<file path="src/rtl/key_bounce_gen.sv">
// key_bounce_gen: on request, drives key_o with a bouncing mechanical-key waveform.
// The sequence is press bounce, stable hold, release bounce, then a one-cycle done strobe.
// Every bounce pulse is shorter than the debouncer glitch window GLITCH.
// Optional macro KEY_BOUNCE_GEN_LFSR_EN: bounce pulse widths come from a 16-bit LFSR.
// When the macro is undefined, every pulse is GLITCH-1 cycles wide.
module key_bounce_gen #(
    parameter int unsigned CLK_FREQ_MHZ   = 150,
    parameter int unsigned GLITCH_TIME_NS = 100,
    parameter int unsigned BOUNCE_CNT     = 4,
    parameter int unsigned HOLD_W         = 16,
    parameter logic [15:0] LFSR_SEED      = 16'hACE1
) (
    input  logic              clk_i,
    input  logic              rst_ni,
    input  logic              press_req_i,
    input  logic [HOLD_W-1:0] hold_cycles_i,
    output logic              press_ready_o,
    output logic              key_o,
    output logic              done_stb_o,
    output logic [15:0]       press_cnt_o
);

    localparam int unsigned GLITCH   = GLITCH_TIME_NS * CLK_FREQ_MHZ / 1000;
    localparam int unsigned WCNT_W   = (GLITCH > 2) ? $clog2(GLITCH) : 1;
    localparam int unsigned HCNT_W   = HOLD_W + 1;
    localparam int unsigned HOLD_MIN = GLITCH + 2;

    // Reject parameter sets that cannot yield sub-glitch pulses or a valid sequence
    if (GLITCH < 2 || BOUNCE_CNT == 0 || BOUNCE_CNT > 255 || LFSR_SEED == 16'd0) begin : g_param_chk
        $error("key_bounce_gen: invalid parameters (GLITCH < 2, BOUNCE_CNT out of 1..255 or zero seed)");
    end

    typedef enum logic [2:0] {S_IDLE, S_PRESS, S_HOLD, S_REL, S_DONE} state_t;

    state_t              state_q, state_d;
    logic [WCNT_W-1:0]   wcnt_q, wcnt_d;
    logic [7:0]          pair_q, pair_d;
    logic                half_q, half_d;
    logic [HCNT_W-1:0]   hold_q, hold_d;
    logic                key_q, key_d;
    logic                done_q, done_d;
    logic                ready_q, ready_d;
    logic [15:0]         cnt_q, cnt_d;
    logic [WCNT_W-1:0]   w_c;
    logic [HCNT_W-1:0]   hold_len_c;

`ifdef KEY_BOUNCE_GEN_LFSR_EN
    logic [15:0] lfsr_q;
    logic [7:0]  lfsr_lo;

    // Free-running Fibonacci LFSR, taps 16,14,13,11
    always_ff @(posedge clk_i or negedge rst_ni) begin
        if (!rst_ni) lfsr_q <= LFSR_SEED;
        else         lfsr_q <= {lfsr_q[14:0], lfsr_q[15] ^ lfsr_q[13] ^ lfsr_q[12] ^ lfsr_q[10]};
    end

    // Width of a pulse starting this cycle: low LFSR byte clamped to 1..GLITCH-1
    always_comb begin
        lfsr_lo = lfsr_q[7:0];
        if (lfsr_lo == 8'd0)                  w_c = WCNT_W'(1);
        else if (32'(lfsr_lo) > GLITCH - 1)   w_c = WCNT_W'(GLITCH - 1);
        else                                  w_c = WCNT_W'(lfsr_lo);
    end
`else
    // Fixed pulse width, one cycle short of the glitch window
    assign w_c = WCNT_W'(GLITCH - 1);
`endif

    // Hold duration is never shorter than GLITCH+2 so the debouncer sees a clean press
    assign hold_len_c = (HCNT_W'(hold_cycles_i) < HCNT_W'(HOLD_MIN)) ? HCNT_W'(HOLD_MIN)
                                                                    : HCNT_W'(hold_cycles_i);

    // State, counters and registered outputs
    always_ff @(posedge clk_i or negedge rst_ni) begin
        if (!rst_ni) begin
            state_q <= S_IDLE;
            wcnt_q  <= '0;
            pair_q  <= '0;
            half_q  <= 1'b0;
            hold_q  <= '0;
            key_q   <= 1'b0;
            done_q  <= 1'b0;
            ready_q <= 1'b1;
            cnt_q   <= '0;
        end else begin
            state_q <= state_d;
            wcnt_q  <= wcnt_d;
            pair_q  <= pair_d;
            half_q  <= half_d;
            hold_q  <= hold_d;
            key_q   <= key_d;
            done_q  <= done_d;
            ready_q <= ready_d;
            cnt_q   <= cnt_d;
        end
    end

    // Next state: segments count down from w-1; a pair is two segments of opposite level
    always_comb begin
        state_d = state_q;
        wcnt_d  = wcnt_q;
        pair_d  = pair_q;
        half_d  = half_q;
        hold_d  = hold_q;
        key_d   = key_q;
        done_d  = 1'b0;
        cnt_d   = cnt_q;

        unique case (state_q)
            S_IDLE: begin
                key_d = 1'b0;
                if (press_req_i) begin
                    state_d = S_PRESS;
                    key_d   = 1'b1;
                    wcnt_d  = w_c - WCNT_W'(1);
                    pair_d  = '0;
                    half_d  = 1'b0;
                    hold_d  = hold_len_c;
                end
            end
            S_PRESS, S_REL: begin
                if (wcnt_q != '0) begin
                    wcnt_d = wcnt_q - WCNT_W'(1);
                end else if (!half_q) begin
                    half_d = 1'b1;
                    key_d  = ~key_q;
                    wcnt_d = w_c - WCNT_W'(1);
                end else if (pair_q == 8'(BOUNCE_CNT - 1)) begin
                    if (state_q == S_PRESS) begin
                        state_d = S_HOLD;
                        key_d   = 1'b1;
                    end else begin
                        state_d = S_DONE;
                        key_d   = 1'b0;
                        done_d  = 1'b1;
                    end
                end else begin
                    pair_d = pair_q + 8'd1;
                    half_d = 1'b0;
                    key_d  = ~key_q;
                    wcnt_d = w_c - WCNT_W'(1);
                end
            end
            S_HOLD: begin
                if (hold_q == HCNT_W'(1)) begin
                    state_d = S_REL;
                    key_d   = 1'b0;
                    wcnt_d  = w_c - WCNT_W'(1);
                    pair_d  = '0;
                    half_d  = 1'b0;
                end else begin
                    hold_d = hold_q - HCNT_W'(1);
                end
            end
            S_DONE: begin
                state_d = S_IDLE;
                key_d   = 1'b0;
                cnt_d   = cnt_q + 16'd1;
            end
            default: begin
                state_d = S_IDLE;
                key_d   = 1'b0;
            end
        endcase

        ready_d = (state_d == S_IDLE);
    end

    assign press_ready_o = ready_q;
    assign key_o         = key_q;
    assign done_stb_o    = done_q;
    assign press_cnt_o   = cnt_q;

endmodule
</file>
<file path="config.mk">
export PLATFORM = sky130hd
export DESIGN_NAME = key_bounce_gen
export DESIGN_NICKNAME = d
export VERILOG_FILES = /design/src/rtl/key_bounce_gen.sv
export SDC_FILE = /design/constraint.sdc
export NUM_CORES = 1
export LEC_CHECK = 0
export ABC_AREA = 1
export CELL_PAD_IN_SITES_DETAIL_PLACEMENT = 1
export CELL_PAD_IN_SITES_GLOBAL_PLACEMENT = 1
export CORE_ASPECT_RATIO = 1.25
export CORE_MARGIN = 2
export CORE_UTILIZATION = 41
export DETAILED_ROUTE_END_ITERATION = 8
export GPL_TIMING_DRIVEN = 0
export PLACE_DENSITY_LB_ADDON = 0.2
export SLEW_MARGIN = 20
export SYNTH_ARGS = -nofsm -noshare
export SYNTH_HDL_FRONTEND = slang
export SYNTH_SLANG_ARGS = --single-unit
export TNS_END_PERCENT = 10
</file>
<file path="constraint.sdc">
create_clock -name clk_i -period 1.65 [get_ports clk_i]
set_input_delay 0.2475 -clock clk_i [delete_from_list [all_inputs] [get_ports clk_i]]
set_output_delay 0.2475 -clock clk_i [all_outputs]
set_load 0.05 [all_outputs]
</file>
# ---- Yosys cells after proc, flatten, opt, wreduce, memory -nomap -nowiden
# Cells that the tools add are included.
dict set report word_totals {
  regBits 52
  latch_bits 0
  mem_bits_rw 0
  romBits 0
  input_bits 19
  out_inout_bits 19
  wordCells 79
  mem_count 0
}
dict set report op_classes {
  addsub 4
  n_mul 0
  div_mod_pow 0
  n_lt_le_gt_ge 1
  n_eq_ne 13
  shifts 0
  n_mux 40
  n_bitwise 1
  n_reduce_logical 11
}
# cell count
set op_table {}
lappend op_table {{2-to-1 mux 8 bit} 5}
lappend op_table {{2-to-1 mux 17 bit} 2}
lappend op_table {{one-hot mux 17 bit (2 select lines)} 1}
lappend op_table {{one-hot mux 8 bit (3 select lines)} 1}
lappend op_table {{2-to-1 mux 4 bit} 5}
lappend op_table {{2-to-1 mux 3 bit} 6}
lappend op_table {{equality test 17 x 1 -> 1 bit (second input constant)} 1}
lappend op_table {{subtractor 17 x 1 -> 17 bit (second input constant)} 1}
lappend op_table {{adder 16 x 1 -> 16 bit (second input constant)} 1}
lappend op_table {{less-than comparator 16 x 5 -> 1 bit (second input constant)} 1}
lappend op_table {{2-to-1 mux 16 bit} 1}
lappend op_table {{2-to-1 mux 1 bit} 15}
lappend op_table {{!= test 2 bit (second input constant)} 6}
lappend op_table {{one-hot mux 4 bit (3 select lines)} 1}
lappend op_table {{one-hot mux 3 bit (3 select lines)} 1}
lappend op_table {{adder 8 x 1 -> 8 bit (second input constant)} 1}
lappend op_table {{equality test 8 x 2 -> 1 bit (second input constant)} 1}
lappend op_table {{AND reduction 4 bit} 2}
lappend op_table {{equality test 3 x 2 -> 1 bit (second input constant)} 2}
lappend op_table {{zero test 3 bit} 2}
lappend op_table {{one-hot mux 1 bit (3 select lines)} 2}
lappend op_table {{AND reduction 6 bit} 1}
lappend op_table {{!= test 4 bit (second input constant)} 1}
lappend op_table {{nonzero test 4 bit} 1}
lappend op_table {{9 further kinds} 9}

# ---- Longest topological paths before layout
# Gate-level depths: netlist (run 1).
dict set report logic_depth {
  ltp_word 7
  ltp_mapped 12
  mapped_depth_nobuf 12
}

# ---- Least setup slack after synthesis (run 1)
# Ideal clock, no wire load.
dict set report synth_timing {
  kind {reg2reg}
  from {register cnt_q[1] (netlist: press_cnt_o[1])}
  to {register cnt_q[10] (netlist: press_cnt_o[10])}
  setup_time_ns 0.113
  arrival_ns 1.635
  required_time_ns 1.537
  slack_ns -0.097
  stages_incl_launch_ff 8
  n_path_buf 0
  synth_period_minus_slack_ns 1.747
  cell_sequence {dfrtp_1 ha_1 nand3_1 nor2_4 nand4_1 or2_0 nand2_1 inv_1}
}
dict set report synth_between {
  elab_chain_cells 1
}
# element line_no
set synth_rtl {}
lappend synth_rtl {{start, declared} 43} ;# logic [15:0] cnt_q, cnt_d;
lappend synth_rtl {{start signal, assigned} 94} ;# cnt_q <= cnt_d;
lappend synth_rtl {{adder 16 x 1 -> 16 bit} 158} ;# cnt_d = cnt_q + 16'd1;
# No other way between the ends.
# A chain may end at the register's enable or synchronous reset.

# ---- Worst setup path in the final report (run 1)
dict set report layout_timing {
  from {register hold_q[0]}
  to {register hold_q[6]}
}
dict set report layout_between {
  elab_chain_cells 3
  word_cells_on_any_way 6
  cone_classes {add/sub: 1; eq/ne: 2; mux: 2; reduce/logical: 1}
}
# element line_no
set layout_rtl {}
lappend layout_rtl {{start, declared} 39} ;# logic [HCNT_W-1:0] hold_q, hold_d;
lappend layout_rtl {{start signal, assigned} 90} ;# hold_q <= hold_d;
lappend layout_rtl {{subtractor 17 x 1 -> 17 bit or equality test 17 x 1 -> 1 bit (tied branches)} {152, 145}}
lappend layout_rtl {{2-to-1 mux 17 bit or != test 2 bit (tied branches)} n/a}
lappend layout_rtl {{one-hot mux 17 bit (2 select lines) or AND reduction 3 bit (tied branches)} n/a}
# Parallel ways exist; a longest one is shown, timed or not. The select of a mux whose other input is x is not followed.

==> tab_implementation.tex, run 1 <==
\begin{tabular}{lr}
\hline
Metric & Value \\
\hline
\multicolumn{2}{l}{\textbf{Floorplan}} \\
Std-Cell Core Area & a little under 0.008 mm² \\
Starting density of the core & a little over two fifths \\
Die Outline Area & 0.00890 mm² \\
Die Y & $\sim$100 µm \\
Number of core rows & 36 \\
Die width & approximately 85 µm \\
Boundary pin count & 38 \\
\multicolumn{2}{l}{\textbf{Timing}} \\
Max-slew violation count & 0 \\
Slew Limit Headroom & a little over half \\
Clock Skew & between 0.01 and 0.015 ns \\
Final period demand of the worst path & approximately 1.7 ns \\
Max Fclk & $\sim$600 MHz \\
Fin crit share & 103\% \\
Total setup violations reported at the end of the flow & 11 \\
Unrepaired setup endpoints after global routing & yes \\
Tightest Pin Transition & 0.698 ns \\
Total count of hold-check failures in the final report & 0 \\
Minimum setup slack in the final design & -0.0433 ns \\
\multicolumn{2}{l}{\textbf{Power and ir drop}} \\
P\_sw & roughly 0.55 mW \\
Combinational share of power & 5.1\% \\
Portion of total power attributed to the clock network & 36.7\% \\
Sequential group share of total power & approximately three fifths \\
Switching share of total power & about a quarter \\
Overall Power & about 2.2 mW \\
Power Dens Cells & between 500 and 600 mW/mm² \\
Leak pwr & 2.27 nW \\
Internal power & roughly 1.6 mW \\
Max IR drop VDD & roughly 330 µV \\
\multicolumn{2}{l}{\textbf{GRT}} \\
Antenna violations before repair & 0 \\
Via count of the first global-routing pass & $\sim$3500 \\
Overall routing resource usage & 21.8\% \\
GRT Residual Overflow & 0 \\
Global-route wire length before repair & about 16 mm \\
Maximum number of pins on one net before global-route repair & 53 \\
\multicolumn{2}{l}{\textbf{Synthesis}} \\
Number of warnings reported in the yosys synthesis log & 0 \\
Netlist cell types & 32 \\
Mean post-synth cell area & slightly below 7 µm² \\
Flip-flop and latch count after synthesis & between 50 and 60 \\
Post-Synthesis Cells & approximately 480 \\
Part of the Yosys area used for sequential elements & roughly 40\% \\
Post-Syn Area & about 0.0033 mm² \\
Mapped Nets & 506 \\
\multicolumn{2}{l}{\textbf{Clocking}} \\
Clock transition at the registers of the reported paths & $\sim$0.11 ns \\
Number of levels the H-tree was split into & 2 \\
Max Root-Sink Buffers & 2 \\
Clock latency of the later-clocked register in the worst-skew pair & $\sim$0.32 ns \\
Clock sink count & 52 \\
Number of buffers created by CTS & 5 \\
Buffer type at the clock tree root & sky130\_fd\_sc\_hd\_\_clkbuf\_8 \\
CTS tree & done \\
\multicolumn{2}{l}{\textbf{Critical path}} \\
Critical path endpoint category & flop \\
Startpoint type of the worst setup path & flop \\
Critical path required time & $\sim$1.9 ns \\
Count of cells along the worst register-to-register path & 11 \\
Series of cell instances along the critical path & ha\_4 -> inv\_2 -> nor2\_2 -> nand2\_1 -> nor2\_2 -> nand3\_2 -> nand2\_4 -> inv\_8 -> clkbuf\_16 -> nand3\_2 -> nand2\_1 \\
Critical-path top delay cell & sky130\_fd\_sc\_hd\_\_dfrtp\_1 \\
Max incr delay on CP & 0.46 ns \\
Maximum fanout along the worst path & 7 \\
Crit Path Category & reg2reg \\
Data arrival time at the worst-slack endpoint & $\sim$1.9 ns \\
\multicolumn{2}{l}{\textbf{Finish}} \\
Post-route design area & 0.00420 mm² \\
Area of all sequential standard cells & about 0.0013 mm² \\
ANT cells & 0 \\
Multi-input logic area & around 0.0019 mm² \\
Fillers & 1043 \\
Non-filler cells in the finished layout & 639 \\
Layout-stage area growth over the synthesis result & 25.4\% \\
Share of cells above drive strength 1 & 16.7\% \\
Final net count & approximately 570 \\
Final core area utilization & between 50\% and 60\% \\
\multicolumn{2}{l}{\textbf{Routing}} \\
Detailed Route Iter0 Violations & slightly above 70 \\
Routed vias & 3368 \\
Residual DRC count & 0 \\
Via density per instance & 5.27 \\
Average wire per cell in the routed design & between 15 and 20 µm \\
Total Wirelength & around 9.7 mm \\
Remaining antenna violation count after routing & 0 \\
First-pass iteration count of the detailed router & 4 \\
\multicolumn{2}{l}{\textbf{Place}} \\
Buffers added on ports & 37 \\
Detailed placement HPWL & a little under 7 mm \\
Dpl cells & around 610 \\
Setup slack at placement & -0.120 ns \\
Last weighted congestion value of the routability-driven placer & 0.791 \\
Post-DP Area & between 0.003 and 0.004 mm² \\
\multicolumn{2}{l}{\textbf{Run status}} \\
Failing checks & negative setup slack \\
Status & finished with violations \\
\multicolumn{2}{l}{\textbf{Min path}} \\
Worst min-delay path category & in2async \\
\multicolumn{2}{l}{\textbf{Job}} \\
Max-capacitance violation count & 0 \\
\hline
\end{tabular}
==> Yosys cell counts, drive strengths merged <==
cell type,n,share of area (%)
clkinv,1,0.11
nor3b,1,0.22
o21ai,22,3.3
nand3b,6,1.3
buf,6,1.2
nor2,66,8.9
inv,53,5.9
or2,9,1.7
nor3,12,2.1
o211ai,1,0.22
dfstp,1,0.79
nor4,2,0.37
dfrtp,51,38
xor2,13,3.4
ha,5,1.9
a21oi,6,0.90
xnor2,4,1.0
o22ai,1,0.19
nand4,5,0.93
nand2,172,20
nand3,45,7.5
==> layout by cell type, fill, tap and decap left out, types with 2 or more instances in the layout <==
master,instances
sky130_fd_sc_hd__nand2_2,10
sky130_fd_sc_hd__nor3_1,11
sky130_fd_sc_hd__buf_2,3
sky130_fd_sc_hd__nand2_1,157
sky130_fd_sc_hd__o21ai_1,3
sky130_fd_sc_hd__nand3_2,8
sky130_fd_sc_hd__inv_2,4
sky130_fd_sc_hd__clkbuf_8,5
sky130_fd_sc_hd__inv_1,48
sky130_fd_sc_hd__nand3_1,36
sky130_fd_sc_hd__nand4_1,5
sky130_fd_sc_hd__nand3b_1,6
sky130_fd_sc_hd__nor2_2,7
sky130_fd_sc_hd__nor4_1,2
sky130_fd_sc_hd__dfrtp_1,47
sky130_fd_sc_hd__dfrtp_2,4
sky130_fd_sc_hd__dlygate4sd2_1,17
sky130_fd_sc_hd__a21oi_1,6
sky130_fd_sc_hd__o21ai_0,19
sky130_fd_sc_hd__or2_2,8
sky130_fd_sc_hd__xnor2_1,4
sky130_fd_sc_hd__buf_4,16
sky130_fd_sc_hd__ha_1,3
sky130_fd_sc_hd__nor2_1,51
sky130_fd_sc_hd__clkdlybuf4s15_1,2
sky130_fd_sc_hd__nand2_4,5
sky130_fd_sc_hd__nor2_4,7
sky130_fd_sc_hd__clkdlybuf4s50_1,17
sky130_fd_sc_hd__xor2_1,13
==> through the flow <==
| stage | TNS, ns | hold slack [ns] |
|---|---|---|
| after floorplan | -0.00629 | -0.0481 |
| after global placement | -77.63 | 0.488 |
| after detailed placement | -1.79 | 0.349 |
| after CTS | -1.07 | 0.516 |
| after global routing | -3.16 | 0.529 |
| final | -0.325 | 0.509 |
==> routing by layer <==
| metal | share of wire (%) | GRT usage (%) |
|---|---|---|
| met4 | 2.5 | 6.80 |
| met2 | 54 | 41.5 |
| met3 | 2.7 | 2.53 |
| met1 | 41 | 25.0 |
| met5 | 0 | 0 |
==> area by class of cell <==
type                            instances  share of cell area (%)
Clock buffer                            5                    1.64
Timing Repair Buffer                   54                    11.8
Inverter                               54                    5.01
Sequential cell                        52                    31.2
Buffer                                  6                    1.16
Multi-Input combinational cell        370                    45.9
Clock inverter                          3                   0.537
Tap cell                               95                    2.83
==> timing repair <==
action                                 CTS  global route
buffers inserted                         0            15
setup endpoints to repair               48            37
pin swaps                                0             7
endpoints found under the hold margin   12             0
cloned                                   0             1
hold buffers                             1             0
resized for setup                       26            44
==> power by group through the flow <==
| stage | logic [mW] | clock network [mW] | registers, mW |
|---|---|---|---|
| 6_report | 0.111 | 0.802 | 1.27 |
| 5_1_grt | 0.123 | 0.864 | 1.27 |
| 4_1_cts | 0.110 | 0.817 | 1.27 |
| 3_5_place_dp | 0.107 | 0 | 1.30 |
| 3_3_place_gp | 0.107 | 0 | 1.30 |
| 2_1_floorplan | 0.0264 | 0 | 1.30 |
==> critical path, delay by kind of cell, from the launching register on <==
kind / cells / cell delay [ns]
adder cells (fa/ha/maj): 1 / 0.17
AND/OR/NAND/NOR: 7 / 0.71
flip-flops: 1 / 0.46
buffers and inverters: 3 / 0.26
==> path summary, 6_finish.rpt <==
| path | start | to | slack (ns) |
|---|---|---|---|
| worst min-delay path | rst_ni | pair_q[2] | 0.51 |
| worst max-delay path | hold_q[0] | hold_q[6] | -0.04 |
| max in group asynchronous | rst_ni | state_q[1] | 0.64 |
| worst max register to register | hold_q[0] | hold_q[6] | -0.04 |
| worst min register to register | press_cnt_o[12] | press_cnt_o[12] | 0.51 |
| min in group clk_i | press_cnt_o[12] | press_cnt_o[12] | 0.51 |
==> flip-flops by register name, indices dropped and copies added, names as in the netlist <==
| name | cells |
|---|---|
| half_q | 1 |
| done_stb_o | 1 |
| pair_q | 8 |
| hold_q | 17 |
| state_q | 3 |
| key_o | 1 |
| press_ready_o | 1 |
| wcnt_q | 4 |
| press_cnt_o | 16 |
==> kinds of logic after synthesis <==
logic type / synth area share (%)
simple gates: 42.9
buf+inv: 7.22
flops: 38.9
compound gates: 4.60
xor+xnor: 4.45
fa+ha+maj: 1.87
Note: power is estimated with default switching activity, not from simulation.
==> run 2, diff against run 1 <==
--- a/config.mk
+++ b/config.mk
@@ -13,2 +13,3 @@
 export CORE_UTILIZATION = 41
+export CTS_CLUSTER_SIZE = 12
 export DETAILED_ROUTE_END_ITERATION = 8
--- a/constraint.sdc
+++ b/constraint.sdc
@@ -3,2 +3,2 @@
 set_output_delay 0.2475 -clock clk_i [all_outputs]
-set_load 0.05 [all_outputs]
+set_load 0.005 [all_outputs]
==> tab_implementation.tex, run 2 (same netlist as run 1, synthesis figures left out) <==
\begin{tabular}{lr}
\hline
Metric & Value \\
\hline
\multicolumn{2}{l}{\textbf{Finish}} \\
Fillers & 1029 (was 1043) \\
Share of cells above drive strength 1 & 17.4\% (was 16.7\%) \\
Final net count & 568 (was 567) \\
Flip-flop count of the largest register after layout & 17 (unchanged) \\
Most frequent cells in the layout & sky130\_fd\_sc\_hd\_\_nand2\_1, sky130\_fd\_sc\_hd\_\_nor2\_1, sky130\_fd\_sc\_hd\_\_dfrtp\_1 (was sky130\_fd\_sc\_hd\_\_nand2\_1, sky130\_fd\_sc\_hd\_\_nor2\_1, sky130\_fd\_sc\_hd\_\_inv\_1) \\
Post-route design area & 0.00431 mm² (was 0.00420 mm²) \\
Register name with the most flops & hold\_q (unchanged) \\
Final core area utilization & 55.0\% (was 53.5\%) \\
Most common cell after layout, fill and taps aside & sky130\_fd\_sc\_hd\_\_nand2\_1 (unchanged) \\
Non-filler cells in the finished layout & 640 (was 639) \\
Layout-stage area growth over the synthesis result & 28.8\% (was 25.4\%) \\
ANT cells & 0 (unchanged) \\
\multicolumn{2}{l}{\textbf{Run status}} \\
Failing checks & negative setup slack (unchanged) \\
Status & finished with violations (unchanged) \\
\multicolumn{2}{l}{\textbf{Routing}} \\
Total Wirelength & 10.1 mm (was 9.69 mm) \\
Detailed Route Iter0 Violations & 69 (was 72) \\
Average wire per cell in the routed design & 15.8 µm (was 15.2 µm) \\
First-pass iteration count of the detailed router & 4 (unchanged) \\
Via density per instance & 5.23 (was 5.27) \\
Residual DRC count & 0 (unchanged) \\
Routed vias & 3348 (was 3368) \\
Remaining antenna violation count after routing & 0 (unchanged) \\
\multicolumn{2}{l}{\textbf{GRT}} \\
Overall routing resource usage & 22.8\% (was 21.8\%) \\
Maximum number of pins on one net before global-route repair & 53 (unchanged) \\
Via count of the first global-routing pass & 3502 (was 3508) \\
GRT Residual Overflow & 0 (unchanged) \\
Global-route wire length before repair & 16.5 mm (was 16.0 mm) \\
Antenna violations before repair & 0 (unchanged) \\
\multicolumn{2}{l}{\textbf{Critical path}} \\
Critical path endpoint category & flop (unchanged) \\
CP startpoint & state\_q[2] (was hold\_q[0]) \\
Critical register-to-register path endpoint & hold\_q[3] (was hold\_q[6]) \\
Critical path required time & 1.91 ns (was 1.86 ns) \\
Data arrival time at the worst-slack endpoint & 1.97 ns (was 1.91 ns) \\
Startpoint type of the worst setup path & flop (unchanged) \\
Crit Path Category & reg2reg (unchanged) \\
Register-to-register path setup slack & -0.06 ns (was -0.04 ns) \\
Maximum fanout along the worst path & 9 (was 7) \\
Count of cells along the worst register-to-register path & 9 (was 11) \\
CP endpoint & hold\_q[3] (was hold\_q[6]) \\
Launch instance of the worst register-to-register path & state\_q[2] (was hold\_q[0]) \\
\multicolumn{2}{l}{\textbf{Timing}} \\
Clock Skew & 0.0102 ns (was 0.0114 ns) \\
Total setup violations reported at the end of the flow & 17 (was 11) \\
Final period demand of the worst path & 1.71 ns (was 1.69 ns) \\
Worst hold slack after final layout & 0.499 ns (was 0.509 ns) \\
Max-slew violation count & 0 (unchanged) \\
Unrepaired setup endpoints after global routing & yes (unchanged) \\
Minimum setup slack in the final design & -0.0581 ns (was -0.0433 ns) \\
Max Fclk & 585 MHz (was 591 MHz) \\
Slew Limit Headroom & 52.1\% (was 53.5\%) \\
Tightest Pin Transition & 0.718 ns (was 0.698 ns) \\
Total count of hold-check failures in the final report & 0 (unchanged) \\
Summed negative setup slack over all endpoints & -0.650 ns (was -0.325 ns) \\
Fin crit share & 104\% (was 103\%) \\
\multicolumn{2}{l}{\textbf{Floorplan}} \\
Boundary pin count & 38 (unchanged) \\
Die width & 84.8 µm (unchanged) \\
Die Y & 105 µm (unchanged) \\
Std-Cell Core Area & 0.00784 mm² (unchanged) \\
Number of core rows & 36 (unchanged) \\
Die Outline Area & 0.00890 mm² (unchanged) \\
Starting density of the core & 42.7\% (unchanged) \\
\multicolumn{2}{l}{\textbf{Clocking}} \\
Max Root-Sink Buffers & 2 (unchanged) \\
Buffer type at the clock tree root & sky130\_fd\_sc\_hd\_\_clkbuf\_8 (unchanged) \\
Number of levels the H-tree was split into & 2 (unchanged) \\
Clock sink count & 52 (unchanged) \\
CTS tree & done (unchanged) \\
Clock latency of the later-clocked register in the worst-skew pair & 0.32 ns (about the same) \\
Clock transition at the registers of the reported paths & 0.10 ns (was 0.11 ns) \\
Number of buffers created by CTS & 5 (unchanged) \\
\multicolumn{2}{l}{\textbf{Min path}} \\
Worst min-delay path category & reg2reg (was in2async) \\
\multicolumn{2}{l}{\textbf{Power and ir drop}} \\
Max IR drop VDD & 393 µV (was 333 µV) \\
Leak pwr & 2.20 nW (was 2.27 nW) \\
Overall Power & 2.18 mW (was 2.19 mW) \\
Power Dens Cells & 506 mW/mm² (was 521 mW/mm²) \\
\multicolumn{2}{l}{\textbf{Place}} \\
Buffers added on ports & 37 (unchanged) \\
Last weighted congestion value of the routability-driven placer & 0.761 (was 0.791) \\
Detailed placement HPWL & 6.89 mm (was 6.79 mm) \\
Setup slack at placement & -0.179 ns (was -0.120 ns) \\
Post-DP Area & 0.00383 mm² (about the same) \\
Dpl cells & 614 (unchanged) \\
\multicolumn{2}{l}{\textbf{Job}} \\
Max-capacitance violation count & 0 (unchanged) \\
\hline
\end{tabular}
## run 2: cell type report
type                            count  area (µm²)  area share (%)
Clock buffer                        6        82.6            1.92
Inverter                           54         216            5.02
Multi-Input combinational cell    371        1990            46.2
Clock inverter                      2        10.0           0.232
Tap cell                           95         119            2.76
Timing Repair Buffer               55         544            12.6
Sequential cell                    52        1310            30.3
Buffer                              5        42.5           0.987
## run 2: routing by layer
metal	wire length, µm	track usage, %	up-vias	share of wire [%]
met5	0	0	-	0
met4	107	5.44	0	1.1
met3	238	2.53	11	2.3
met2	5610	43.8	56	55
met1	4180	26.5	1635	41
li1	-	-	1646	-
## run 2: timing repair
item	in CTS	in global routing
gates resized for setup	24	45
cloned	1	1
setup endpoints to repair	33	36
pin swaps	5	17
hold endpoints to repair	5	0
buffers inserted	13	3
hold buffers	1	0
## run 2: critical path, cell delays in order (launching register included)
cell                      delay [ns]
sky130_fd_sc_hd__dfrtp_1        0.38
sky130_fd_sc_hd__buf_2          0.21
sky130_fd_sc_hd__nor3_4         0.23
sky130_fd_sc_hd__buf_4          0.18
sky130_fd_sc_hd__nand3_2        0.13
sky130_fd_sc_hd__nand2_4        0.16
sky130_fd_sc_hd__buf_6          0.12
sky130_fd_sc_hd__buf_4          0.11
sky130_fd_sc_hd__o21ai_0        0.07
sky130_fd_sc_hd__nand2_1        0.07
## run 2: where the power goes
part           internal (mW)  leakage [nW]  switching (mW)  total (mW)
clock                  0.337        0.0510           0.459       0.796
sequential              1.27         0.690               0        1.27
combinational         0.0526          1.46          0.0570       0.110
total                   1.66          2.20           0.516        2.18
## run 2: worst min path at each step
stage,start,endpoint,slack [ns],cells past startpoint
after global placement,press_cnt_o[12],press_cnt_o[12],0.49,1
after floorplan,rst_ni,done_stb_o,-0.05,0
after global routing,press_cnt_o[12],press_cnt_o[12],0.53,1
final,press_cnt_o[12],press_cnt_o[12],0.50,1
after CTS,press_cnt_o[12],press_cnt_o[12],0.51,1
after detailed placement,rst_ni,hold_q[3],0.35,1
==> run 3, diff against run 2 <==
- CORE_ASPECT_RATIO: 1.25 -> 1.1
- SLEW_MARGIN: 20 -> not set
==> tab_implementation.tex, run 3 (same netlist as run 1, synthesis figures left out) <==
\begin{tabular}{lr}
\hline
Metric & Value \\
\hline
\multicolumn{2}{l}{\textbf{Critical path}} \\
Buffer and inverter count on the worst path & 4 (unchanged) \\
Data arrival time at the worst-slack endpoint & 1.89 ns (was 1.97 ns) \\
Critical-path top delay cell & sky130\_fd\_sc\_hd\_\_dfrtp\_1 (unchanged) \\
Crit Path Category & reg2reg (unchanged) \\
Maximum fanout along the worst path & 7 (was 9) \\
Startpoint type of the worst setup path & flop (unchanged) \\
Series of cell instances along the critical path & inv\_2 -> ha\_4 -> inv\_2 -> nor2\_1 -> nand2\_1 -> nor2\_2 -> nand3\_2 -> nand2\_4 -> inv\_8 -> clkbuf\_16 -> nand3\_2 -> nand2\_1 (was buf\_2 -> nor3\_4 -> buf\_4 -> nand3\_2 -> nand2\_4 -> buf\_6 -> buf\_4 -> o21ai\_0 -> nand2\_1) \\
Critical path endpoint category & flop (unchanged) \\
Max incr delay on CP & 0.41 ns (was 0.38 ns) \\
Cell family contributing the most delay on the critical path & simple AND/OR/NAND/NOR gates (was buffers and inverters) \\
Critical path required time & 1.87 ns (was 1.91 ns) \\
\multicolumn{2}{l}{\textbf{Min path}} \\
Worst min-delay path category & in2async (was reg2reg) \\
\multicolumn{2}{l}{\textbf{GRT}} \\
GRT Residual Overflow & 0 (unchanged) \\
Antenna violations before repair & 0 (unchanged) \\
Global-route wire length before repair & 16.1 mm (was 16.5 mm) \\
Maximum number of pins on one net before global-route repair & 31 (was 53) \\
Via count of the first global-routing pass & 3371 (was 3502) \\
Overall routing resource usage & 22.1\% (was 22.8\%) \\
\multicolumn{2}{l}{\textbf{Timing}} \\
Total setup violations reported at the end of the flow & 6 (was 17) \\
Tightest Pin Transition & 0.546 ns (was 0.718 ns) \\
Slew Limit Headroom & 63.6\% (was 52.1\%) \\
Unrepaired setup endpoints after global routing & yes (unchanged) \\
Minimum setup slack in the final design & -0.0214 ns (was -0.0581 ns) \\
Clock Skew & 0.0110 ns (was 0.0102 ns) \\
Total count of hold-check failures in the final report & 0 (unchanged) \\
Max Fclk & 598 MHz (was 585 MHz) \\
Max-slew violation count & 0 (unchanged) \\
Fin crit share & 101\% (was 104\%) \\
Worst hold slack after final layout & 0.438 ns (was 0.499 ns) \\
Final period demand of the worst path & 1.67 ns (was 1.71 ns) \\
\multicolumn{2}{l}{\textbf{Clocking}} \\
Number of levels the H-tree was split into & 2 (unchanged) \\
CTS tree & done (unchanged) \\
Clock transition at the registers of the reported paths & 0.11 ns (was 0.10 ns) \\
Buffer type at the clock tree root & sky130\_fd\_sc\_hd\_\_clkbuf\_8 (unchanged) \\
Max Root-Sink Buffers & 2 (unchanged) \\
Number of buffers created by CTS & 5 (unchanged) \\
Clock sink count & 52 (unchanged) \\
Clock latency of the later-clocked register in the worst-skew pair & 0.32 ns (about the same) \\
\multicolumn{2}{l}{\textbf{Finish}} \\
Non-filler cells in the finished layout & 650 (was 640) \\
ANT cells & 0 (unchanged) \\
Area of all sequential standard cells & 0.00131 mm² (unchanged) \\
Flip-flop count of the largest register after layout & 17 (unchanged) \\
Layout-stage area growth over the synthesis result & 28.4\% (was 28.8\%) \\
Most common cell after layout, fill and taps aside & sky130\_fd\_sc\_hd\_\_nand2\_1 (unchanged) \\
Most frequent cells in the layout & sky130\_fd\_sc\_hd\_\_nand2\_1, sky130\_fd\_sc\_hd\_\_nor2\_1, sky130\_fd\_sc\_hd\_\_inv\_1, sky130\_fd\_sc\_hd\_\_dfrtp\_1, sky130\_fd\_sc\_hd\_\_nand3\_1 (was sky130\_fd\_sc\_hd\_\_nand2\_1, sky130\_fd\_sc\_hd\_\_nor2\_1, sky130\_fd\_sc\_hd\_\_dfrtp\_1) \\
Post-route design area & 0.00430 mm² (was 0.00431 mm²) \\
Share of cells above drive strength 1 & 15.7\% (was 17.4\%) \\
Register name with the most flops & hold\_q (unchanged) \\
Fillers & 1057 (was 1029) \\
Final net count & 565 (was 568) \\
Multi-input logic area & 0.00196 mm² (was 0.00199 mm²) \\
\multicolumn{2}{l}{\textbf{Routing}} \\
Total Wirelength & 9.89 mm (was 10.1 mm) \\
Residual DRC count & 0 (unchanged) \\
Routed vias & 3307 (was 3348) \\
Detailed Route Iter0 Violations & 93 (was 69) \\
First-pass iteration count of the detailed router & 4 (unchanged) \\
Remaining antenna violation count after routing & 0 (unchanged) \\
Average wire per cell in the routed design & 15.2 µm (was 15.8 µm) \\
Via density per instance & 5.09 (was 5.23) \\
\multicolumn{2}{l}{\textbf{Power and ir drop}} \\
Overall Power & 2.32 mW (was 2.18 mW) \\
Leak pwr & 2.18 nW (was 2.20 nW) \\
Power Dens Cells & 540 mW/mm² (was 506 mW/mm²) \\
Max IR drop VDD & 479 µV (was 393 µV) \\
\multicolumn{2}{l}{\textbf{Place}} \\
Post-DP Area & 0.00387 mm² (was 0.00383 mm²) \\
Dpl cells & 628 (was 614) \\
Last weighted congestion value of the routability-driven placer & 0.840 (was 0.761) \\
Buffers added on ports & 37 (unchanged) \\
Detailed placement HPWL & 7.01 mm (was 6.89 mm) \\
\multicolumn{2}{l}{\textbf{Run status}} \\
Failing checks & negative setup slack (unchanged) \\
Status & finished with violations (unchanged) \\
\multicolumn{2}{l}{\textbf{Floorplan}} \\
Die Outline Area & 0.00890 mm² (about the same) \\
Std-Cell Core Area & 0.00791 mm² (was 0.00784 mm²) \\
Die width & 90.1 µm (was 84.8 µm) \\
Number of core rows & 34 (was 36) \\
Die Y & 98.7 µm (was 105 µm) \\
Starting density of the core & 42.3\% (was 42.7\%) \\
Boundary pin count & 38 (unchanged) \\
\multicolumn{2}{l}{\textbf{Job}} \\
Max-capacitance violation count & 0 (unchanged) \\
\hline
\end{tabular}
run 3: cell types whose count changed in the layout (fill, tap and decap cells not counted), moves of 3 or more:
cell and change:
sky130_fd_sc_hd__nand3_2 -5, sky130_fd_sc_hd__buf_6 -3, sky130_fd_sc_hd__buf_4 -5, sky130_fd_sc_hd__nor2_4 +4
sky130_fd_sc_hd__nor2_1 -3, sky130_fd_sc_hd__nand3_1 +5
run 3: worst paths after layout:
path                                 start              end  slack [ns]  depth (start not counted)
setup / recovery                 hold_q[1]        hold_q[4]       -0.02                         12
min in group clk_i         press_cnt_o[12]  press_cnt_o[12]        0.50                          1
hold reg to reg            press_cnt_o[12]  press_cnt_o[12]        0.50                          1
hold / removal                      rst_ni   press_cnt_o[7]        0.44                          2
setup reg to reg                 hold_q[1]        hold_q[4]       -0.02                         12
max in group asynchronous           rst_ni        hold_q[0]        0.64                          3
run 3: per-stage QoR:
| stage | setup slack [ns] | utilization, % | setup TNS, ns |
|---|---|---|---|
| after floorplan | 0.161 | - | 0 |
| after global placement | -1.41 | 48.7 | -73.63 |
| after detailed placement | -0.160 | 48.9 | -1.90 |
| after CTS | 0.00699 | 51.8 | 0 |
| after global routing | -0.123 | 54.3 | -1.87 |
| final | -0.0214 | 54.3 | -0.0597 |
run 3: per-layer routing:
layer	part of all wire [%]	wire length [µm]	vias to the layer above	GRT usage [%]
li1	-	-	1633	-
met1	43	4280	1625	27.5
met2	53	5220	37	39.9
met3	2.4	239	12	3.52
met4	1.6	161	0	6.04
met5	0	0	-	0
run 3: final cells by class:
type                            count  share of cell area, %
Timing Repair Buffer               51                   12.1
Buffer                              6                   1.19
Inverter                           54                   4.98
Sequential cell                    52                   30.4
Multi-Input combinational cell    371                   45.6
Clock inverter                      2                  0.903
Clock buffer                        6                   1.69
Tap cell                          108                   3.15
run 3: report_power, final:
part / leakage (nW) / switching (mW) / internal (mW)
Clock: 0.0558 / 0.470 / 0.460
Combinational: 1.44 / 0.0576 / 0.0568
Sequential: 0.691 / 0 / 1.27
run 3: timing repair:
| action | in CTS | in global routing |
|---|---|---|
| hold buffers | 1 | 0 |
| setup buffers | 6 | 5 |
| resized for setup | 19 | 38 |
| endpoints found under the hold margin | 21 | 0 |
| cloned | 1 | 1 |
| endpoints found under the setup margin | 31 | 36 |
| pin swaps | 5 | 12 |
